[config.mk]
export PLATFORM = sky130hd
export DESIGN_NAME = datapath_pipe
export DESIGN_NICKNAME = d
export VERILOG_FILES = /design/src/rtl/datapath_pipe.sv
export SDC_FILE = /design/constraint.sdc
export NUM_CORES = 1
export LEC_CHECK = 0
export ABC_CLOCK_PERIOD_IN_PS = 3400
export CAP_MARGIN = 20
export CORE_UTILIZATION = 40
export CTS_BUF_LIST = sky130_fd_sc_hd__clkbuf_4
export CTS_CLUSTER_DIAMETER = 150
export DETAILED_ROUTE_END_ITERATION = 16
export GPL_TIMING_DRIVEN = 0
export MAX_ROUTING_LAYER = met4
export PLACE_DENSITY = 0.76
export SLEW_MARGIN = 40
export SYNTH_ARGS = -nofsm -noshare
export SYNTH_HDL_FRONTEND = slang
export SYNTH_SLANG_ARGS = --single-unit
[constraint.sdc]
create_clock -name clk -period 3.4 [get_ports clk]
set_input_delay 0.51 -clock clk [delete_from_list [all_inputs] [get_ports clk]]
set_output_delay 0.51 -clock clk [all_outputs]
set_load 0.02 [all_outputs]
[src/rtl/datapath_pipe.sv]
// Two-stage register-file datapath: operand read with forwarding, ALU/shift and
// result select in the first stage; EX/WB register commits to the file on the next edge.
module datapath_pipe #(
  parameter int W    = 4,
  parameter int NREG = 4,
  localparam int AW  = $clog2(NREG)
) (
  input  logic            clk,
  input  logic            nRST,
  input  logic            valid,
  input  logic            nWE,
  input  logic [AW-1:0]   DA,
  input  logic [AW-1:0]   AA,
  input  logic [AW-1:0]   BA,
  input  logic            MB,
  input  logic [3:0]      FS,
  input  logic            MD,
  input  logic [W-1:0]    const_in,
  input  logic [W-1:0]    data_in,
  output logic [W-1:0]    F_out,
  output logic            C,
  output logic            V,
  output logic            N,
  output logic            Z,
  output logic            wb_pending,
  output logic [NREG*W-1:0] regs_flat
);

  logic [W-1:0]  rf_q [NREG];
  logic [W-1:0]  rf_d [NREG];
  logic [W-1:0]  f_q, f_d;
  logic [AW-1:0] wb_addr_q, wb_addr_d;
  logic          wb_pending_q, wb_pending_d;
  logic          c_q, c_d, v_q, v_d, n_q, n_d, z_q, z_d;

  logic [W-1:0]  a_op, b_reg, b_op;
  logic [W-1:0]  addend;
  logic          cin, arith;
  logic [W:0]    sum;
  logic [W-1:0]  res;
  logic          c_res, v_res;

  // The EX/WB entry is the newest value of its register until it commits.
  always_comb begin
    a_op  = (wb_pending_q && wb_addr_q == AA) ? f_q : rf_q[AA];
    b_reg = (wb_pending_q && wb_addr_q == BA) ? f_q : rf_q[BA];
    b_op  = MB ? const_in : b_reg;
  end

  always_comb begin
    addend = '0;
    cin    = 1'b0;
    arith  = 1'b0;
    res    = a_op;
    c_res  = 1'b0;
    v_res  = 1'b0;
    case (FS)
      4'b0001: begin addend = '0;    cin = 1'b1; arith = 1'b1; end
      4'b0010: begin addend = b_op;  cin = 1'b0; arith = 1'b1; end
      4'b0011: begin addend = b_op;  cin = 1'b1; arith = 1'b1; end
      4'b0100: begin addend = ~b_op; cin = 1'b0; arith = 1'b1; end
      4'b0101: begin addend = ~b_op; cin = 1'b1; arith = 1'b1; end
      4'b0110: begin addend = '1;    cin = 1'b0; arith = 1'b1; end
      default: ;
    endcase
    sum = {1'b0, a_op} + {1'b0, addend} + {{W{1'b0}}, cin};
    if (arith) begin
      res   = sum[W-1:0];
      c_res = sum[W];
      v_res = (a_op[W-1] == addend[W-1]) && (res[W-1] != a_op[W-1]);
    end else begin
      case (FS)
        4'b1000: res = a_op & b_op;
        4'b1001: res = a_op | b_op;
        4'b1010: res = a_op ^ b_op;
        4'b1011: res = ~a_op;
        4'b1100: res = b_op;
        4'b1101: begin res = b_op >> 1; c_res = b_op[0];   end
        4'b1110: begin res = b_op << 1; c_res = b_op[W-1]; end
        4'b1111: res = b_op;
        default: res = a_op;
      endcase
    end
  end

  always_comb begin
    wb_pending_d = valid & ~nWE;
    wb_addr_d    = wb_addr_q;
    f_d          = f_q;
    c_d          = c_q;
    v_d          = v_q;
    n_d          = n_q;
    z_d          = z_q;
    if (valid) begin
      wb_addr_d = DA;
      f_d       = MD ? data_in : res;
      if (!MD) begin
        c_d = c_res;
        v_d = v_res;
        n_d = res[W-1];
        z_d = (res == '0);
      end
    end
  end

  always_comb begin
    rf_d = rf_q;
    if (wb_pending_q) rf_d[wb_addr_q] = f_q;
  end

  always_ff @(posedge clk or negedge nRST) begin
    if (!nRST) begin
      for (int i = 0; i < NREG; i++) rf_q[i] <= '0;
      f_q          <= '0;
      wb_addr_q    <= '0;
      wb_pending_q <= 1'b0;
      c_q          <= 1'b0;
      v_q          <= 1'b0;
      n_q          <= 1'b0;
      z_q          <= 1'b0;
    end else begin
      rf_q         <= rf_d;
      f_q          <= f_d;
      wb_addr_q    <= wb_addr_d;
      wb_pending_q <= wb_pending_d;
      c_q          <= c_d;
      v_q          <= v_d;
      n_q          <= n_d;
      z_q          <= z_d;
    end
  end

  assign F_out      = f_q;
  assign C          = c_q;
  assign V          = v_q;
  assign N          = n_q;
  assign Z          = z_q;
  assign wb_pending = wb_pending_q;

  generate
    for (genvar gi = 0; gi < NREG; gi++) begin : g_flat
      assign regs_flat[gi*W +: W] = rf_q[gi];
    end
  endgenerate

endmodule

==> results of run 1 <==
## repair_timing
action | 4_1_cts | 5_1_grt
buffers inserted | 1 | 4
cloned | 0 | 0
gates resized for setup | 11 | 12
pin swaps | 2 | 5
endpoints found under the setup margin | 6 | 5
## worst max-delay path: stages (launching register included)
cell and delay [ns]:
dfrtp_1 0.40, buf_6 0.14, xor2_4 0.22, o31a_1 0.34, o22ai_4 0.17, inv_2 0.08
nand2_1 0.08, o211ai_1 0.15, fa_2 0.45, fa_1 0.38, or2b_2 0.31, a21boi_1 0.14
o21ai_0 0.08, o221a_2 0.14, o21ai_1 0.13
## worst paths after layout
| kind | from | endpoint |
|---|---|---|
| setup / recovery | wb_addr_q[1] | C |
| hold / removal | nRST | regs_flat[11] |
| setup reg to reg | wb_addr_q[1] | C |
| hold reg to reg | N | N |
| max in group asynchronous | nRST | wb_pending |
| min in group clk | N | N |
## metrics by stage
| stage | cells | TNS [ns] | utilization (%) | hold slack, ns | instance area, µm² |
|---|---|---|---|---|---|
| detailed placement | 327 | -4.43 | 52.8 | 0.477 | 2750 |
| global route | 336 | -0.0364 | 55.8 | 0.184 | 2900 |
| CTS | 332 | 0 | 54.8 | 0.160 | 2850 |
| finish | 336 | 0 | 55.8 | 0.149 | 2900 |
| floorplan | 211 | 0 | - | 0.214 | 2210 |
| global placement | 327 | -3.79 | 52.9 | 0.476 | 2760 |
## registers in the layout (all words and copies together) (netlist names)
name,flops
C,1
wb_addr_q,2
Z,1
regs_flat,16
V,1
N,1
F_out,4
wb_pending,1
## layout make-up
cell class | count | area [µm²] | area share (%)
well taps | 70 | 87.6 | 3.02
multi-input cells | 157 | 1470 | 50.5
plain buffers | 8 | 80.1 | 2.76
clock inverters | 1 | 5.00 | 0.172
inverters | 19 | 75.1 | 2.59
flip-flops and latches | 27 | 677 | 23.3
repair buffers | 51 | 490 | 16.9
clock buffers | 3 | 22.5 | 0.776
## power groups by stage
stage / sequential [µW] / combinational [µW] / clock (µW)
floorplan: 613 / 457 / 0
global placement: 516 / 885 / 0
CTS: 515 / 929 / 148
global route: 533 / 1030 / 155
detailed placement: 522 / 902 / 0
finish: 518 / 958 / 143
## cell usage in the layout, fill, tap and decap left out, types with 2 or more instances in the layout
cell              n
buf_6             2
o21a_1            2
nand3b_1          3
dfrtp_1          26
nor2_1            4
a22oi_1           3
clkbuf_8          3
clkbuf_4          3
buf_4             6
o221ai_1          3
inv_1            17
nor2b_1           2
o211ai_1          4
nand3_1           3
mux4_2            7
o22ai_4           2
ha_1             11
a21oi_1           2
o21ai_0          12
o21ai_1           2
mux2_2           18
a31oi_1           2
buf_2             2
o221a_2           2
xor2_1            2
clkdlybuf4s50_1  43
o22ai_1           4
nand2_1          20
o31ai_1           2
xor2_4            2
or2b_2            5
mux2i_1           2
o31a_1            4
or2_2             2
nor3_1            4
## per-layer routing
metal | part of all wire (%) | vias up | GRT usage [%]
li1 | - | 908 | -
met1 | 47 | 940 | 27.6
met3 | 3.4 | 4 | 2.40
met4 | 0.79 | 0 | 6.35
met2 | 49 | 47 | 30.7
met5 | 0 | - | -
## cells by family after synthesis
family                   after synthesis
AO/OA/AOI/OAI                         60
XOR/XNOR                               5
adder cells (fa/ha/maj)               13
buffers and inverters                 27
flip-flops                            27
multiplexers                          29
AND/OR/NAND/NOR                       50
==> results_dict.tcl, run 1 <==
set metrics [dict create \
    timing.final.hold_violations 0 \
    insertion_delay_ns 0.34 \
    endpoint_kind "flop" \
    netlist.area_leader.share_pct 30.6 \
    gp_congestion 0.931 \
    critPathKind "flop to flop" \
    required_ns 3.67 \
    nets 304 \
    cts_made_buffers 3 \
    syn_to_final_growth_pct 31.6 \
    async_reset_ff_share_pct 100 \
    die_h_um 76.3 \
    switching_share_pct 41.1 \
    regToRegSetupSlack_ns 0.10 \
    hp-class "input port to async pin" \
    cts_max_level 1 \
    synth_xor_area_share_pct 1.98 \
    p_per_area_nw_per_um2 557 \
    final.period_utilization_pct 97.0 \
    antenna_cells 0 \
    synthTopCellsByArea "dfrtp_1 (31%), mux2_2 (9.2%), mux4_2 (7.1%)" \
    wl_per_cell_um 16.9 \
    synth_mux_area_share_pct 18.9 \
    ys_types 53 \
    grt_util_all_layers_pct 20.0 \
    p_sw_uw 666 \
    seqPwrFrac_pct 32.0 \
    power_uw 1620 \
    synthTopCellsByCount "dfrtp_1 (27), nand2_1 (20), inv_1 (19), mux2_2 (18), o21ai_0 (15)" \
    setup_violations 0 \
    ioPinCount 49 \
    die_area_um2 5820 \
    internal-power_uw 953 \
    synth_top_cell_by_area "dfrtp_1" \
    grt_overflow 0 \
    clkPwrFrac_pct 8.9 \
    power_leakage_uw 0.00120 \
    grt_pass1_wl_mm 9.04 \
    viasPerCell 5.65 \
    drt-total-wl_mm 5.66 \
    yosysMostFrequentCell "dfrtp_1" \
    cts_tree "built" \
    io_buffers 46 \
    max_freq_ghz 0.303 \
    route.detailed.drc 0 \
    drtIter0Drc 184 \
    worstRegToRegCells 14 \
    first_global_vias 1789 \
    dp_slack_ns -0.831 \
    synth_cells 211 \
    synth-edff-count 0 \
    synth_seq_area_share_pct 30.6 \
    clkSinkCount 27 \
    status "finished, final reports clean" \
    cts_root_buffer "clkbuf_4" \
    syn_nets 248 \
    dr.pass1.iters 4 \
    crit_fanout 8 \
    slew_headroom_pct 53.9 \
    synth_seq_cells 27 \
    fin_crit_ns 3.30 \
    grt_max_degree 28 \
    clockBufferDepth 2 \
    crit_arrival_ns 3.57 \
    synth_area_um2 2210 \
    synth-main-ff-cell "dfrtp_1" \
    ant_nets 0 \
    worst_pin_slew_ns 0.686 \
    synth_fa_ha_area_share_pct 8.05 \
    antenna_found_initial 0 \
    dieWidth_um 76.3 \
    ir_drop_mv 0.460 \
    drive_gt1_share_pct 26.7 \
    num_rows 26 \
    hpwl_mm 4.23 \
    synth-compound-area-share_pct 20.9 \
    cts_hold_buf 0 \
    fillers 462 \
    yosys.area_share.simple_pct 12.7 \
    core-area_um2 5200 \
    num_vias 1899 \
    synthesis.yosys.warnings 0 \
    worst_slack_ns 0.101 \
    maxCapViolCount 0 \
    maxSlewViolCount 0 \
    clk_pin_slew_ns 0.15 \
    synth_top_family_by_area "compound AO/OA/AOI/OAI gates" \
    avgSynthCellArea_um2 10.5 \
    combinationalPowerShare_pct 59.2 \
    fin_skew_ns 0.0111 \
    start_util_pct 42.4 \
    cp-start-kind "flop" \
]
No activity file was read; power rests on OpenSTA's default activity.
==> run 2: changes to the inputs <==
CELL_PAD_IN_SITES_DETAIL_PLACEMENT = 1   (was not set)
CELL_PAD_IN_SITES_GLOBAL_PLACEMENT = 2   (was not set)
CORE_UTILIZATION = 33   (was 40)
PLACE_DENSITY = 0.93   (was 0.76)
SLEW_MARGIN = not set   (was 40)
==> run 2 against run 1 <==
Cell count increased by 2.1%. Flip-flop and latch count unchanged. Global-route usage decreased by 0.77 points. Total power increased by 2.5%. Fmax increased by 1.3%. Register-to-register slack improved by 0.04 ns. Worst setup slack improved by 0.044 ns. Count of clock-buffer cells in the layout unchanged.
==> results_dict.tcl, run 2 (synthesis results as in run 1) <==
set metrics [dict create \
    status "finished, final reports clean" \
    internal-power_uw 961 \
    multi_input_comb_area_um2 1480 \
    final_area_um2 2960 \
    worst_pin_slew_ns 0.696 \
    crit_arrival_ns 3.52 \
    largest_reg_flops 16 \
    io_buffers 46 \
    final_cell_mix "clkdlybuf4s50_1 (44), dfrtp_1 (26), nand2_1 (20)" \
    route.detailed.drc 0 \
    ioPinCount 49 \
    cts_tree "built" \
    fin_crit_ns 3.25 \
    timing.final.hold_violations 0 \
    power_leakage_uw 0.00122 \
    fillers 719 \
    num_rows 29 \
    final.period_utilization_pct 95.7 \
    worstRegToRegCells 14 \
    clkPwrFrac_pct 9.1 \
    critPathKind "flop to flop" \
    drtIter0Drc 98 \
    num_vias 1953 \
    hpwl_mm 5.01 \
    antenna_cells 0 \
    whs_path_depth 2 \
    maxSlewViolCount 0 \
    cp_slowest_cell "fa_2" \
    cts_max_level 1 \
    hp-class "flop to flop" \
    placed_cell_area_um2 2790 \
    start_util_pct 34.6 \
    r2r-end "C" \
    core-area_um2 6390 \
    die_area_um2 7020 \
    grt_util_all_layers_pct 19.3 \
    ant_nets 0 \
    setup_tns_ns 0 \
    die_h_um 83.8 \
    regArea_um2 677 \
    crit_path_cell_trace "buf_6 -> xor2_4 -> o31a_1 -> o22ai_4 -> inv_2 -> nand2_1 -> o211ai_1 -> fa_2 -> fa_1 -> or2b_2 -> a21boi_1 -> o21ai_0 -> o221a_2 -> o21ai_2" \
    min_from "N" \
    clk_pin_slew_ns 0.16 \
    clockBufferDepth 2 \
    p_sw_uw 698 \
    max_freq_ghz 0.307 \
    max_stage_delay_ns 0.45 \
    cts_made_buffers 3 \
    antenna_found_initial 0 \
    slew_headroom_pct 53.2 \
    switching_share_pct 42.1 \
    drt-total-wl_mm 6.43 \
    gp_congestion 0.795 \
    reg2reg_from "wb_addr_q[1]" \
    rsz0062_at_grt "false" \
    grt_pass1_wl_mm 10.6 \
    first_global_vias 2015 \
    syn_to_final_growth_pct 34.1 \
    grt_max_degree 18 \
    cp-start-kind "flop" \
    dieWidth_um 83.8 \
    cts_hold_buf 0 \
    power_uw 1660 \
    endpoint_kind "flop" \
    seqPwrFrac_pct 32.0 \
    nets 304 \
    insertion_delay_ns 0.34 \
    cts_root_buffer "clkbuf_4" \
    final_common_cell "clkdlybuf4s50_1" \
    p_per_area_nw_per_um2 560 \
    maxCapViolCount 0 \
    clkSinkCount 27 \
    dr.pass1.iters 4 \
    setup_violations 0 \
    required_ns 3.67 \
    wl_per_cell_um 18.7 \
    drive_gt1_share_pct 25.9 \
    regToRegSetupSlack_ns 0.15 \
    ir_drop_mv 0.352 \
    crit_fanout 8 \
    combinationalPowerShare_pct 59.0 \
    grt_overflow 0 \
    fin_skew_ns 0.0119 \
    viasPerCell 5.69 \
    min_to "N" \
]
-- run 2: cell count changes in the layout (fill, tap and decap cells not counted), sizes merged --
cell	before	now
buf	10	9
clkbuf	8	7
clkdlybuf4s50	43	44
clkinv	1	0
dlygate4sd2	0	1
inv	18	19
-- run 2: layer usage --
metal	vias up	global-route usage (%)	share of wire, %	routed length [µm]
li1	909	-	-	-
met1	986	25.6	45	2920
met2	48	32.6	50	3240
met3	10	1.88	3.2	203
met4	0	3.08	1.0	64
met5	-	-	0	0
-- run 2: repair_timing --
item                       CTS  global route
pin swaps                    1             6
resized for setup            8            15
hold endpoints to repair     0             0
setup endpoints to repair    8             4
buffers inserted             0             4
gates cloned                 0             0
-- run 2: area by class of cell --
cell class | instances | area share, %
Buffer | 8 | 2.70
Timing Repair Buffer | 51 | 17.5
Sequential cell | 27 | 22.9
Clock buffer | 3 | 0.761
Clock inverter | 1 | 0.296
Inverter | 19 | 2.54
Tap cell | 77 | 3.25
Multi-Input combinational cell | 157 | 50.0
-- run 2: power groups by stage --
stage                     clock network [µW]  logic, µW  registers (µW)
after floorplan                            0        457             613
after global placement                     0        896             530
after global routing                     166       1060             547
after CTS                                158        945             528
after detailed placement                   0        925             536
final                                    150        978             530
-- run 2: critical path, delay by kind of cell (launching register included) --
family	cells	cell delay [ns]
DFF	1	0.42
and+or+nand+nor	2	0.38
buffers and inverters	2	0.22
xor gates and xnor gates	1	0.22
AOI/OAI and AO/OA	7	1.12
adders and majority gates	2	0.83
-- run 2: worst max path at each step --
stage | startpoint | to | cells past startpoint
floorplan | BA[0] | C | 14
global placement | BA[1] | Z | 15
detailed placement | BA[1] | C | 14
CTS | wb_addr_q[0] | C | 14
global route | wb_addr_q[0] | Z | 16
finish | wb_addr_q[1] | C | 14
-- run 2: stage by stage --
stage	setup WS [ns]	std cells	utilization [%]	hold slack [ns]
after floorplan	0.0902	211	-	0.214
after global placement	-0.773	334	43.3	0.479
after detailed placement	-0.933	335	43.7	0.482
after CTS	-0.00927	339	44.8	0.521
after global routing	0.00461	343	46.4	0.540
final	0.145	343	46.4	0.514
